$ cat config.mk
export PLATFORM = sky130hd
export DESIGN_NAME = serial_byte_assembler
export DESIGN_NICKNAME = d
export VERILOG_FILES = /design/src/rtl/serial_byte_assembler.sv
export SDC_FILE = /design/constraint.sdc
export NUM_CORES = 1
export LEC_CHECK = 0
export CAP_MARGIN = 40
export CORE_MARGIN = 2
export CORE_UTILIZATION = 48
export CTS_CLUSTER_SIZE = 40
export DETAILED_ROUTE_END_ITERATION = 6
export PLACE_DENSITY = 0.76
export SLEW_MARGIN = 20
export SYNTH_ARGS = -nofsm -noshare
export SYNTH_HDL_FRONTEND = slang
export SYNTH_SLANG_ARGS = --single-unit
$ cat constraint.sdc
create_clock -name Clk -period 1.8 [get_ports Clk]
set_clock_uncertainty 0.15 [all_clocks]
set_input_delay 0.27 -clock Clk [delete_from_list [all_inputs] [get_ports Clk]]
set_output_delay 0.27 -clock Clk [all_outputs]
set_load 0.01 [all_outputs]
$ cat src/rtl/serial_byte_assembler.sv
// serial_byte_assembler: serial-in/parallel-out front end for a negative-edge,
// active-low-enable register. Collects WIDTH serial bits into a word and pulses
// Enbar low for one Clk cycle when the word is presented on out.
// Optional feature macro: PARITY_CHECK_EN (adds a trailing even-parity bit,
// a PAR state and the ParityErr output).
module serial_byte_assembler #(
    parameter int WIDTH     = 8,
    parameter bit MSB_FIRST = 1'b1
) (
    input  logic             Clk,
    input  logic             Reset,
    input  logic             Sin,
    input  logic             SinValid,
    input  logic             Clear,
    output logic [WIDTH-1:0] out,
    output logic             Enbar,
    output logic             Busy,
`ifdef PARITY_CHECK_EN
    output logic             ParityErr,
`endif
    output logic [3:0]       BitCount
);

`ifdef PARITY_CHECK_EN
    typedef enum logic [1:0] {IDLE = 2'd0, SHIFT = 2'd1, STROBE = 2'd2, PAR = 2'd3} state_t;
`else
    typedef enum logic [1:0] {IDLE = 2'd0, SHIFT = 2'd1, STROBE = 2'd2} state_t;
`endif

    state_t           state, state_n;
    logic [WIDTH-1:0] sreg, sreg_n;
    logic [WIDTH-1:0] shifted;
    logic [WIDTH-1:0] out_n;
    logic [3:0]       count, count_n;
`ifdef PARITY_CHECK_EN
    logic             perr, perr_n;
`endif

    // Shift register with the current serial bit merged in, in the configured order
    always_comb begin
        if (MSB_FIRST) shifted = {sreg[WIDTH-2:0], Sin};
        else           shifted = {Sin, sreg[WIDTH-1:1]};
    end

    // Next-state, datapath and output-load decisions
    always_comb begin
        state_n = state;
        sreg_n  = sreg;
        count_n = count;
        out_n   = out;
`ifdef PARITY_CHECK_EN
        perr_n  = 1'b0;
`endif
        unique case (state)
            IDLE, STROBE: begin
                // STROBE lasts one cycle regardless of Clear; a valid bit here starts the next word
                if (Clear) begin
                    state_n = IDLE;
                    count_n = '0;
                    sreg_n  = '0;
                end else if (SinValid) begin
                    state_n = SHIFT;
                    count_n = 4'd1;
                    sreg_n  = shifted;
                end else begin
                    state_n = IDLE;
                    count_n = '0;
                end
            end
            SHIFT: begin
                if (Clear) begin
                    state_n = IDLE;
                    count_n = '0;
                    sreg_n  = '0;
                end else if (SinValid) begin
                    sreg_n  = shifted;
                    count_n = count + 4'd1;
                    if (count == 4'(WIDTH - 1)) begin
`ifdef PARITY_CHECK_EN
                        state_n = PAR;
`else
                        state_n = STROBE;
                        out_n   = shifted;
`endif
                    end
                end
            end
`ifdef PARITY_CHECK_EN
            PAR: begin
                if (Clear) begin
                    state_n = IDLE;
                    count_n = '0;
                    sreg_n  = '0;
                end else if (SinValid) begin
                    if (Sin == ^sreg) begin
                        state_n = STROBE;
                        out_n   = sreg;
                    end else begin
                        state_n = IDLE;
                        count_n = '0;
                        perr_n  = 1'b1;
                    end
                end
            end
`endif
            default: begin
                state_n = IDLE;
                count_n = '0;
            end
        endcase
    end

    // State and datapath registers
    always_ff @(posedge Clk or posedge Reset) begin
        if (Reset) begin
            state <= IDLE;
            sreg  <= '0;
            count <= '0;
            out   <= '0;
`ifdef PARITY_CHECK_EN
            perr  <= 1'b0;
`endif
        end else begin
            state <= state_n;
            sreg  <= sreg_n;
            count <= count_n;
            out   <= out_n;
`ifdef PARITY_CHECK_EN
            perr  <= perr_n;
`endif
        end
    end

    // Outputs decoded from registered state, stable across the falling edge
    always_comb begin
        Enbar    = (state != STROBE);
`ifdef PARITY_CHECK_EN
        Busy      = (state == SHIFT) || (state == PAR);
        ParityErr = perr;
`else
        Busy     = (state == SHIFT);
`endif
        BitCount = count;
    end

endmodule
### Yosys cells after proc, flatten, opt, wreduce, memory -nomap -nowiden

Index checks and enable logic that the tools add are counted.

* bits in registers: 21
* word-level logic and storage cells: 32
* bits of input ports: 5
* output and inout bits: 14

* bitwise logic cells: 1
* multiplexer cells: 13
* add/subtract/negate cells: 1
* equal/unequal tests: 6
* reductions and logical operators: 7

Operators with widths (count)
* $mux W7: 2
* $mux W4: 2
* $pmux W4 S2: 1
* $mux W2: 3
* $add A4 B1 Y4 const B: 1
* $eq A4 B3 Y1 const B: 1
* $mux W1: 4
* $pmux W2 S2: 1
* $reduce_and A2 Y1: 2
* $reduce_and A4 Y1: 1
* $ne A3 B2 Y1 const B: 1
* $ne A3 B3 Y1 const B: 1
* $reduce_or A3 Y1: 1
* $eq A2 B1 Y1 const B: 1
* $eq A2 B2 Y1 const B: 1
* $logic_not A2 Y1: 1
* $ne A2 B2 Y1 const B: 1
* $reduce_bool A2 Y1: 1
* $reduce_or A2 Y1: 1
* $not A1 Y1: 1

### Longest topological paths before layout

* depth in word-level cells: 5
* gate-level depth with buffers: 4
* depth with buffers taken out: 4

### Worst setup path before layout

OpenSTA, ideal clock, no wires.

* kind: reg-to-reg
* start point: reg state[1]
* end point: reg out[0]
* required time: 1525 ps
* cell stages (with the launch flop): 4
* arrival: 1370 ps
* library setup time: 125 ps
* period minus slack after synthesis: 1645 ps
* buffers on the path: 0
* slack: 155 ps
* cell sequence: dfrtp_1 or3b_4 nor2_8 mux2_4

* longest elaborated chain between the ends: 2

RTL lines
* start, declared: line 30 `state_t state, state_n;`
* start signal, assigned: line 124 `state <= state_n;`
* $eq A2 B1 Y1: line 54 `unique case (state)`
* $reduce_and A4 Y1 (no line)
* end signal, assigned: line 127 `out <= out_n;`
* end, declared: line 15 `output logic [WIDTH-1:0] out,`

Every way passes these cells.
A chain may end at the register's enable or synchronous reset.

### Final worst setup path

* start point: reg state[1]
* end point: reg out[1]

The elaborated chain is that of the path after synthesis.

==> run metrics <==
unrepaired setup endpoints after global routing=false; power per standard cell area=638.2 mW/mm^2; number of diodes=0; die area=0.002239 sq mm; GR Overflow Total=0; Placed Cells=108; Max-Cap Viols=0; Clock Tree Buf Depth=2; hold crit path type=in2async; Worst Path Arrival=1.80 ns; number of global-route vias before repair=557; Final Hold Vio Count=0; Core Region=0.001745 sq mm; Reg2Reg Depth=4; WS Path Type=reg2reg; post-synthesis sequential area ratio=58.33%; CP Max Fanout=4; Setup TNS Final=0 ns; initial core utilization=51.61%; WL final=1569 um; maximum clock frequency=0.5693 GHz; Yosys top cell by area=dfrtp_1; via count=591; Syn Inst Count=63; die height=47.32 um; Final Slew Violations=0; DR vias/cell=5.008; Placer Congestion=0.8013; commonest cells in the netlist=dfrtp_1 (21), mux2_4 (8), a22o_1 (7), nor2_1 (5), nand2_1 (3); largest net degree at the start of global routing=22; DRT iter0 DRCs=10; status=complete, no violations; setup ws final=0.04342 ns; Tmin final=1.757 ns; PortBufs=18; post-synthesis register bit count=21; Final ANT Viol Nets=0; Critical R2R Launch=state[1]; max incr delay on CP=0.45 ns; TritonCTS Buffers=3; Worst slew margin=66.57%; CP startpoint kind=register; Finished Cell Area=0.001214 sq mm; most area-consuming cells after synthesis=dfrtp_1 (58%), mux2_4 (13%), a22o_1 (6.8%); YS warnings=0; clock slew at reported path FFs=0.11 ns; DRT Pass-1 Iters=4; Post-synth EDFFs=0; initial antenna violation count=0; Post-CTS Hold Buffers=0; WL per Instance=13.30 um; Bufs and invs on worst path=1; CTS root buffer=clkbuf_4; Setup Viol. Count Final=0; post-place instance area=0.001135 sq mm; syn avg cell area=14.30 sq um; Cell variety after synth=20; Crit Reg-Reg Endpoint=out[1]; cell chain of the critical path=buf_4 -> or3b_4 -> nor2_4 -> mux2_4; Final period util=97.59%; TritonCTS Sinks=21; Post-Layout Cell Count=118; CP top delay family=simple AND/OR/NAND/NOR gates; Setup crit end kind=register; Worst EP required=1.84 ns; Net Count, Synth=69; Slew @ Worst Pin=0.4981 ns; Rows=15; share of layout cells above drive strength 1=27.96%; Max stage delay cell, worst path=or3b_4; die width=47.32 um; peak supply drop=0.3873 mV; Critical Path Sink=out[1]; ys async rst share=100.0%; CTS tree=done; Area growth syn-to-layout=34.72%; number of I/O pins=19; DRC viols=0; gr usage total=16.04%; synthesized area=900.9 sq um; first-pass GRT wire length=2484 um; CP startpoint=state[1]; R2R setup slack=0.04 ns; clk_lat worst skew=0.29 ns; fin nets=100; ys flop type=dfrtp_1; Crit. path cell count=4; Pleak=0.0006287 uW; hpwl dp=1033 um; Place WS=-0.1447 ns; cell with the most instances after synthesis=dfrtp_1; share of Yosys cell area claimed by the top area cell type=58.33%; H-tree depth=1
==> how the worst min path moves through the flow <==
stage	start	to	slack [ns]	depth (start not counted)
floorplan	Reset	BitCount[0]	0.1	1
global placement	sreg[6]	sreg[6]	0.34	1
detailed placement	out[1]	out[1]	0.35	1
CTS	Reset	out[4]	0.14	3
global route	Reset	out[0]	0.15	3
finish	Reset	sreg[4]	0.15	3
==> per-layer routing <==
layer  up-vias  part of all wire [%]  GRT usage [%]
li1        289                     -              -
met1       284                    53          25.92
met2        16                    43          21.08
met3         2                   3.4          2.308
met4         0                  0.76          6.667
met5         -                     0              0
==> worst register-to-register path, delay by kind of cell, from the launching register on <==
kind	cells	cell delay [ns]
DFF	1	0.40
muxes	1	0.32
buffers and inverters	1	0.14
and+or+nand+nor	2	0.65
==> sequential cells by signal, indices dropped and copies added (netlist names) <==
signal,count
sreg,7
state,2
out,8
BitCount,4
==> timing repair <==
item | CTS | global route
endpoints found under the hold margin | 0 | 0
setup buffers | 4 | 1
gates resized for setup | 1 | 2
pin swaps | 1 | 1
setup endpoints to repair | 1 | 10
cloned | 0 | 1
==> logic make-up (layout without fill, tap and decap cells) <==
logic type	after synthesis	after routing	share of synthesized area [%]
AO/OA/AOI/OAI	11	11	9.444
multiplexers	9	9	14.45
buffers and inverters	3	32	1.250
flip-flops	21	21	58.33
XOR/XNOR	2	2	1.945
AND/OR/NAND/NOR	16	17	13.20
adder cells (fa/ha/maj)	1	1	1.389
==> cell type report <==
type	instances	area (sq um)
clock inverter	1	5.005
tap	25	31.28
clock buffer	3	22.52
fill	136	531.8
multi-input combinational	40	375.4
inverter	1	3.754
timing repair buffer	27	249.0
sequential	21	526.8
==> through the flow <==
| stage | hold WS (ns) | util (%) | total power [uW] |
|---|---|---|---|
| after global placement | 0.3386 | 65.02 | 559.7 |
| final | 0.1458 | 69.53 | 774.5 |
| after CTS | 0.1436 | 68.24 | 784.2 |
| after floorplan | 0.09653 | - | 529.0 |
| after detailed placement | 0.3483 | 65.02 | 561.2 |
| after global routing | 0.1517 | 69.53 | 813.7 |
==> cells in the final DEF (no fill, tap or decap) <==
| cell | count |
|---|---|
| o21ai_1 | 1 |
| nor2_1 | 5 |
| xor2_1 | 2 |
| dlygate4sd2_1 | 1 |
| dfrtp_2 | 1 |
| nand2b_1 | 2 |
| mux2i_1 | 1 |
| nand4_1 | 1 |
| nor2_8 | 1 |
| clkbuf_4 | 3 |
| inv_1 | 1 |
| and3b_1 | 1 |
| a22o_1 | 7 |
| buf_4 | 9 |
| nand2_1 | 3 |
| clkdlybuf4s50_1 | 16 |
| ha_1 | 1 |
| a32oi_1 | 1 |
| nor2_4 | 1 |
| dfrtp_1 | 20 |
| clkinv_2 | 1 |
| a21oi_1 | 2 |
| or3b_4 | 1 |
| dlymetal6s2s_1 | 1 |
| nand4b_4 | 1 |
| nor2b_1 | 1 |
| mux2_4 | 8 |
==> power breakdown <==
part           switching, uW  internal [uW]  total, uW
Clock                    135           82.6        218
Combinational           35.9           35.9       71.8
Sequential              6.81            478        485
Power figures use the tool's default switching activity.
==> variant 1 (same flow settings) <==
The option `PARITY_CHECK_EN` is turned on by a define.
--- a/src/rtl/serial_byte_assembler.sv
+++ b/src/rtl/serial_byte_assembler.sv
@@ -5,2 +5,4 @@
 // a PAR state and the ParityErr output).
+`define PARITY_CHECK_EN
+
 module serial_byte_assembler #(
Check against the original RTL (old outputs only; new: ParityErr): not equivalent (Yosys sat finds a counterexample within 10 cycles, from zero or initial values and one cycle with Reset high).
==> variant 1 against the unedited design <==
The run now ends with setup timing left; final area rose by 35%; total power grew 18%; sequential cell count rose by 2; setup slack got worse by 260 ps; wire length up 66%; critical path type unchanged; worst hold slack worse by 38 ps; sequential share of layout area shrank 8.1 points; core utilization increased by 3.7 points; critical endpoint is now out[2]$_DFFE_PP0P_; area after synthesis increased by 28%; cell count grew 47%.
==> variant 1: results (changes against the unedited design) <==
Global routing
  – GRT Resource Usage Total: 21.27% (+5.2 points)
  – First-pass GRT wire length: 4160 µm (+67%)
  – Antenna violations before repair: 0 (unchanged)
  – Vias in the first global route: 899 (+61%)
  – Largest net degree at the start of global routing: 24 (+9.1%)

STA
  – Fin Setup TNS: -2310 ps (-2310 ps)
  – Hold WS: 107.9 ps (-37.95 ps)
  – Slew at the pin closest to its max-slew limit: 298.3 ps (-199.8 ps)
  – Final worst slack: -221.0 ps (-264.4 ps)
  – # setup viols final: 14 (+14)

Drt
  – First DRT Iteration DRCs: 9 (-1)
  – DR vias: 925 (+57%)
  – ANT nets after route: 0 (unchanged)
  – Routed len/inst: 14.93 µm (+12%)
  – Drt first pass iters: 4 (unchanged)
  – Via/cell ratio: 5.316 (+6.1%)

Cells and area
  – Layout cells sized above 1: 30.82% (+2.9 points)
  – Final #Nets: 153 (+53%)
  – ANT cells: 0 (unchanged)

Setup path
  – CP max stage delay: 500 ps (+50 ps)
  – CP max stage cell: xnor3_2
  – Crit-path max FO: 8 (+4)
  – WP data arrival: 2090 ps (+290 ps)
  – CP delay by family, top: XOR/XNOR gates

Placement
  – Buffers added on ports: 19 (+1)
  – HPWL after detailed placement: 1785 µm (+73%)
  – Gpl congestion: 0.7664 (-4.4%)
  – Inst Count DP: 168 (+56%)
  – Placement Setup Slack: -589.9 ps (-445.3 ps)

Power
  – Peak supply drop: 0.4889 mV (+26%)
  – Static leakage: 0.7489 nW (+19%)
  – Sw frac: 26.41% (+3.5 points)

Clocking
  – H-tree depth: 1 (unchanged)
  – Clock-pin slew on the worst setup and hold paths: 130 ps (+20 ps)
  – Later-pin clock latency in the skew report: 320 ps (+30 ps)
  – Clock Tree Root: clkbuf_4
  – Total CTS buffers: 3 (unchanged)
  – Largest buffer count on any clock path: 2 (unchanged)

Synth
  – Asr flop ratio synth: 100.0% (unchanged)
  – Commonest cells in the netlist: dfrtp_1 (23), nand2_1 (20), a21oi_1 (9), mux2_2 (9)
  – Syn_nets: 114 (+65%)
  – YS warnings: 0 (unchanged)
  – Avg Cell Area, Syn: 10.67 µm² (-25%)
  – Synth cell types: 27 (+35%)
  – Seq/Total Area, Yosys: 49.95% (-8.4 points)
  – Top post-synthesis cells by area: dfrtp_1 (50%), mux2_2 (8.8%), nand2_1 (6.5%)

Status
  – Status: finished, violations left
  – Failing checks: setup timing
==> variant 1: changes by cell type after synthesis, sizes merged, moves of 3 or more <==
| cell | before | now |
|---|---|---|
| clkbuf | 2 | 6 |
| a21oi | 2 | 9 |
| a22o | 7 | 0 |
| o22ai | 0 | 3 |
| mux2i | 1 | 4 |
| nand2 | 3 | 20 |
| nand3 | 0 | 6 |
| nor2 | 6 | 1 |
==> variant 1: routing by layer <==
layer,vias to the layer above,track usage [%],part of all wire (%)
met3,5,2.542,2.7
met2,19,35.00,48
met4,0,10.68,1.8
met1,453,27.52,47
li1,448,-,-
met5,-,0,0
==> variant 1: cell families (layout without fill, tap and decap cells) <==
family	after synthesis	in the layout	share of synthesized area (%)
XOR/XNOR	6	6	7.167
buffers and inverters	9	47	2.931
adder cells (fa/ha/maj)	1	1	1.086
multiplexers	13	13	13.36
flip-flops	23	23	49.95
AND/OR/NAND/NOR	37	37	15.20
AO/OA/AOI/OAI	19	19	10.32
==> variant 1: worst paths after layout <==
kind                                           from                 endpoint  cells past startpoint
worst max-delay path            sreg[0]$_DFFE_PP0P_       out[2]$_DFFE_PP0P_                      5
worst min-delay path                          Reset       out[7]$_DFFE_PP0P_                      3
worst max register to register  sreg[0]$_DFFE_PP0P_       out[2]$_DFFE_PP0P_                      5
worst min register to register   out[4]$_DFFE_PP0P_       out[4]$_DFFE_PP0P_                      1
max in group asynchronous                     Reset  BitCount[2]$_DFFE_PP0P_                      3
min in group Clk                 out[4]$_DFFE_PP0P_       out[4]$_DFFE_PP0P_                      1
==> variant 1: through the flow <==
stage               cell area (µm²)  util, %
floorplan                      1152        -
global placement               1498    67.06
detailed placement             1498    67.06
CTS                            1610    72.10
global route                   1637    73.28
finish                         1637    73.28
==> variant 1: area by class of cell <==
class,count,area (µm²)
clock buffers,3,22.52
inverters,3,11.26
clock inverters,1,7.507
flip-flops and latches,23,578.1
multi-input cells,76,620.6
repair buffers,40,361.6
well taps,28,35.03
fillers,162,596.8
==> variant 1: power groups by stage <==
stage	clock (mW)	combinational [mW]	sequential, mW
floorplan	0	0.0636	0.537
global placement	0	0.115	0.537
detailed placement	0	0.118	0.537
CTS	0.265	0.123	0.528
global route	0.279	0.138	0.529
finish	0.255	0.129	0.528
==> variant 1: tightest hold or removal path, cell delays in order <==
cell and delay, ps:
clkdlybuf4s50_1 390, inv_1 50, buf_4 280
==> variant 1: repair_timing <==
item / 4_1_cts / 5_1_grt
hold buffers: 0 / 0
gates resized for setup: 15 / 5
pin swaps: 5 / 2
endpoints found under the setup margin: 13 / 16
setup buffers: 2 / 1
==> variant 2 (same settings) <==
Made on the original files. Compare `count` against `4'(WIDTH - 1)` with >= in place of ==.
--- a/src/rtl/serial_byte_assembler.sv
+++ b/src/rtl/serial_byte_assembler.sv
@@ -77,3 +77,3 @@
                     count_n = count + 4'd1;
-                    if (count == 4'(WIDTH - 1)) begin
+                    if (count >= 4'(WIDTH - 1)) begin
 `ifdef PARITY_CHECK_EN
Formal check against the unedited RTL: no difference found for any inputs over 10 cycles, from zero or initial values and one cycle with Reset high; that may be too few to reach the edited logic, so the function may still have changed.
==> variant 2 against the unedited design <==
Area after synthesis fell by 0.83%; setup slack got worse by 9.7 ps; cell count rose by 1.7%; wire length rose by 0.32%; sequential cell count did not move; total power rose by 1.5%; final area fell by 0.82%; die area fell by 0.76%; largest power group unchanged.
==> variant 2: results (changes against the unedited design) <==
Synth
  – Commonest cells in the netlist: dfrtp_1 (21), mux2_4 (8), a22o_1 (7)
  – Top post-synthesis cells by area: dfrtp_1 (59%), mux2_4 (13%), a22o_1 (6.9%)
  – Syn_nets: 71 (+2.9%)
  – Seq/Total Area, Yosys: 58.82% (+0.49 points)
  – Avg Cell Area, Syn: 13.74 µm² (-3.9%)
  – Synth cell types: 21 (+5.0%)
  – YS warnings: 0 (unchanged)

Drt
  – Via/cell ratio: 5.067 (+1.2%)
  – Met2 wire len: 758 µm (+13%)
  – Wire length on met1: 754 µm (-9.4%)
  – First DRT Iteration DRCs: 9 (-1)
  – Top sig layer: met4
  – WL final: 1574 µm (+0.32%)
  – Drt first pass iters: 4 (unchanged)
  – Met3 WL: 49 µm (-7.5%)

Placement
  – Gpl congestion: 0.7278 (-9.2%)
  – Placement Setup Slack: -188.8 ps (-44.10 ps)
  – HPWL after detailed placement: 1170 µm (+13%)
  – Buffers added on ports: 18 (unchanged)
  – Dpl cell area: 1149 µm² (+1.2%)

Cells and area
  – Buffering overhead: 21.52% (+1.0 points)
  – Signal inverters: 2 (+1)
  – Fill cells: 141 (+3.7%)
  – Clock Buffer Count: 3 (unchanged)
  – ANT cells: 0 (unchanged)
  – Syn-to-layout area delta: 34.73% (about the same)
  – Seq area share: 43.66% (+0.26 points)
  – Layout cells sized above 1: 27.37% (-0.59 points)
  – Clock-cell share: 2.287% (+0.019 points)
  – Fraction of area in multi-input gates: 29.31% (-1.6 points)
  – Final #Nets: 102 (+2.0%)
  – Buffers, non-clock: 28 (+3.7%)

Global routing
  – Met2 usage: 26.03% (+4.9 points)
  – Antenna violations before repair: 0 (unchanged)
  – Largest net degree at the start of global routing: 22 (unchanged)
  – GRT Resource Usage Total: 16.80% (+0.76 points)
  – GRT met3 Usage: 5.769% (+3.5 points)
  – Grt met1 use: 22.56% (-3.4 points)
  – Vias in the first global route: 559 (+0.36%)

Power
  – Peak supply drop: 0.6515 mV (+68%)
  – Sw frac: 23.27% (+0.32 points)
  – Power Total: 786.4 µW (+1.5%)
  – Static leakage: 0.6064 nW (-3.5%)
  – Logic pwr share: 10.3% (+1.0 points)

Setup path
  – Crit-path max FO: 5 (+1)
  – WP data arrival: 1810 ps
  – CP max stage delay: 410 ps (-40 ps)

STA
  – Worst rel slew slack: 65.69% (-0.88 points)

Clocking
  – H-tree depth: 1 (unchanged)
  – CTS Sinks: 21 (unchanged)
  – Post-CTS sizing: 2 (+1)
  – Later-pin clock latency in the skew report: 310 ps (+20 ps)
  – Postcts setup bufs: 0 (-4)
  – Clock Tree Root: clkbuf_4

Status
  – Status: complete, no violations
==> variant 2: critical path, delay by kind of cell (launching register included) <==
| family | cells | cell delay, ps |
|---|---|---|
| AND/OR/NAND/NOR | 1 | 410 |
| multiplexers | 1 | 290 |
| AO/OA/AOI/OAI | 1 | 60 |
| flip-flops | 1 | 390 |
| adder cells (fa/ha/maj) | 1 | 200 |
| buffers and inverters | 1 | 150 |
==> variant 2: cells by family (layout without fill, tap and decap cells) <==
logic type	count (synthesis)	after routing	share of synthesized area (%)
AOI/OAI and AO/OA	13	13	10.78
xor gates and xnor gates	2	2	1.961
adders and majority gates	1	1	1.400
buffers and inverters	4	34	2.661
DFF	21	21	58.82
muxes	9	9	14.57
and+or+nand+nor	15	15	9.806
==> variant 2: worst paths after layout <==
path	start	endpoint	slack, ps	cells after the start
min in group Clk	out[4]$_DFFE_PP0P_	out[4]$_DFFE_PP0P_	370	1
worst max-delay path	BitCount[0]$_DFFE_PP0P_	out[1]$_DFFE_PP0P_	30	5
max in group asynchronous	Reset	BitCount[3]$_DFFE_PP0P_	1150	3
worst max register to register	BitCount[0]$_DFFE_PP0P_	out[1]$_DFFE_PP0P_	30	5
worst min register to register	out[4]$_DFFE_PP0P_	out[4]$_DFFE_PP0P_	370	1
worst min-delay path	Reset	out[3]$_DFFE_PP0P_	130	3
==> variant 2: metrics by stage <==
step | hold WS (ps) | setup TNS (ps) | instances | utilization (%)
2_1_floorplan | 96.53 | 0 | 65 | -
3_3_place_gp | 337.5 | -1366 | 114 | 65.81
3_5_place_dp | 344.3 | -1437 | 114 | 65.81
4_1_cts | 148.3 | 0 | 118 | 67.24
5_1_grt | 175.9 | -219.4 | 120 | 68.96
6_report | 127.2 | 0 | 120 | 68.96
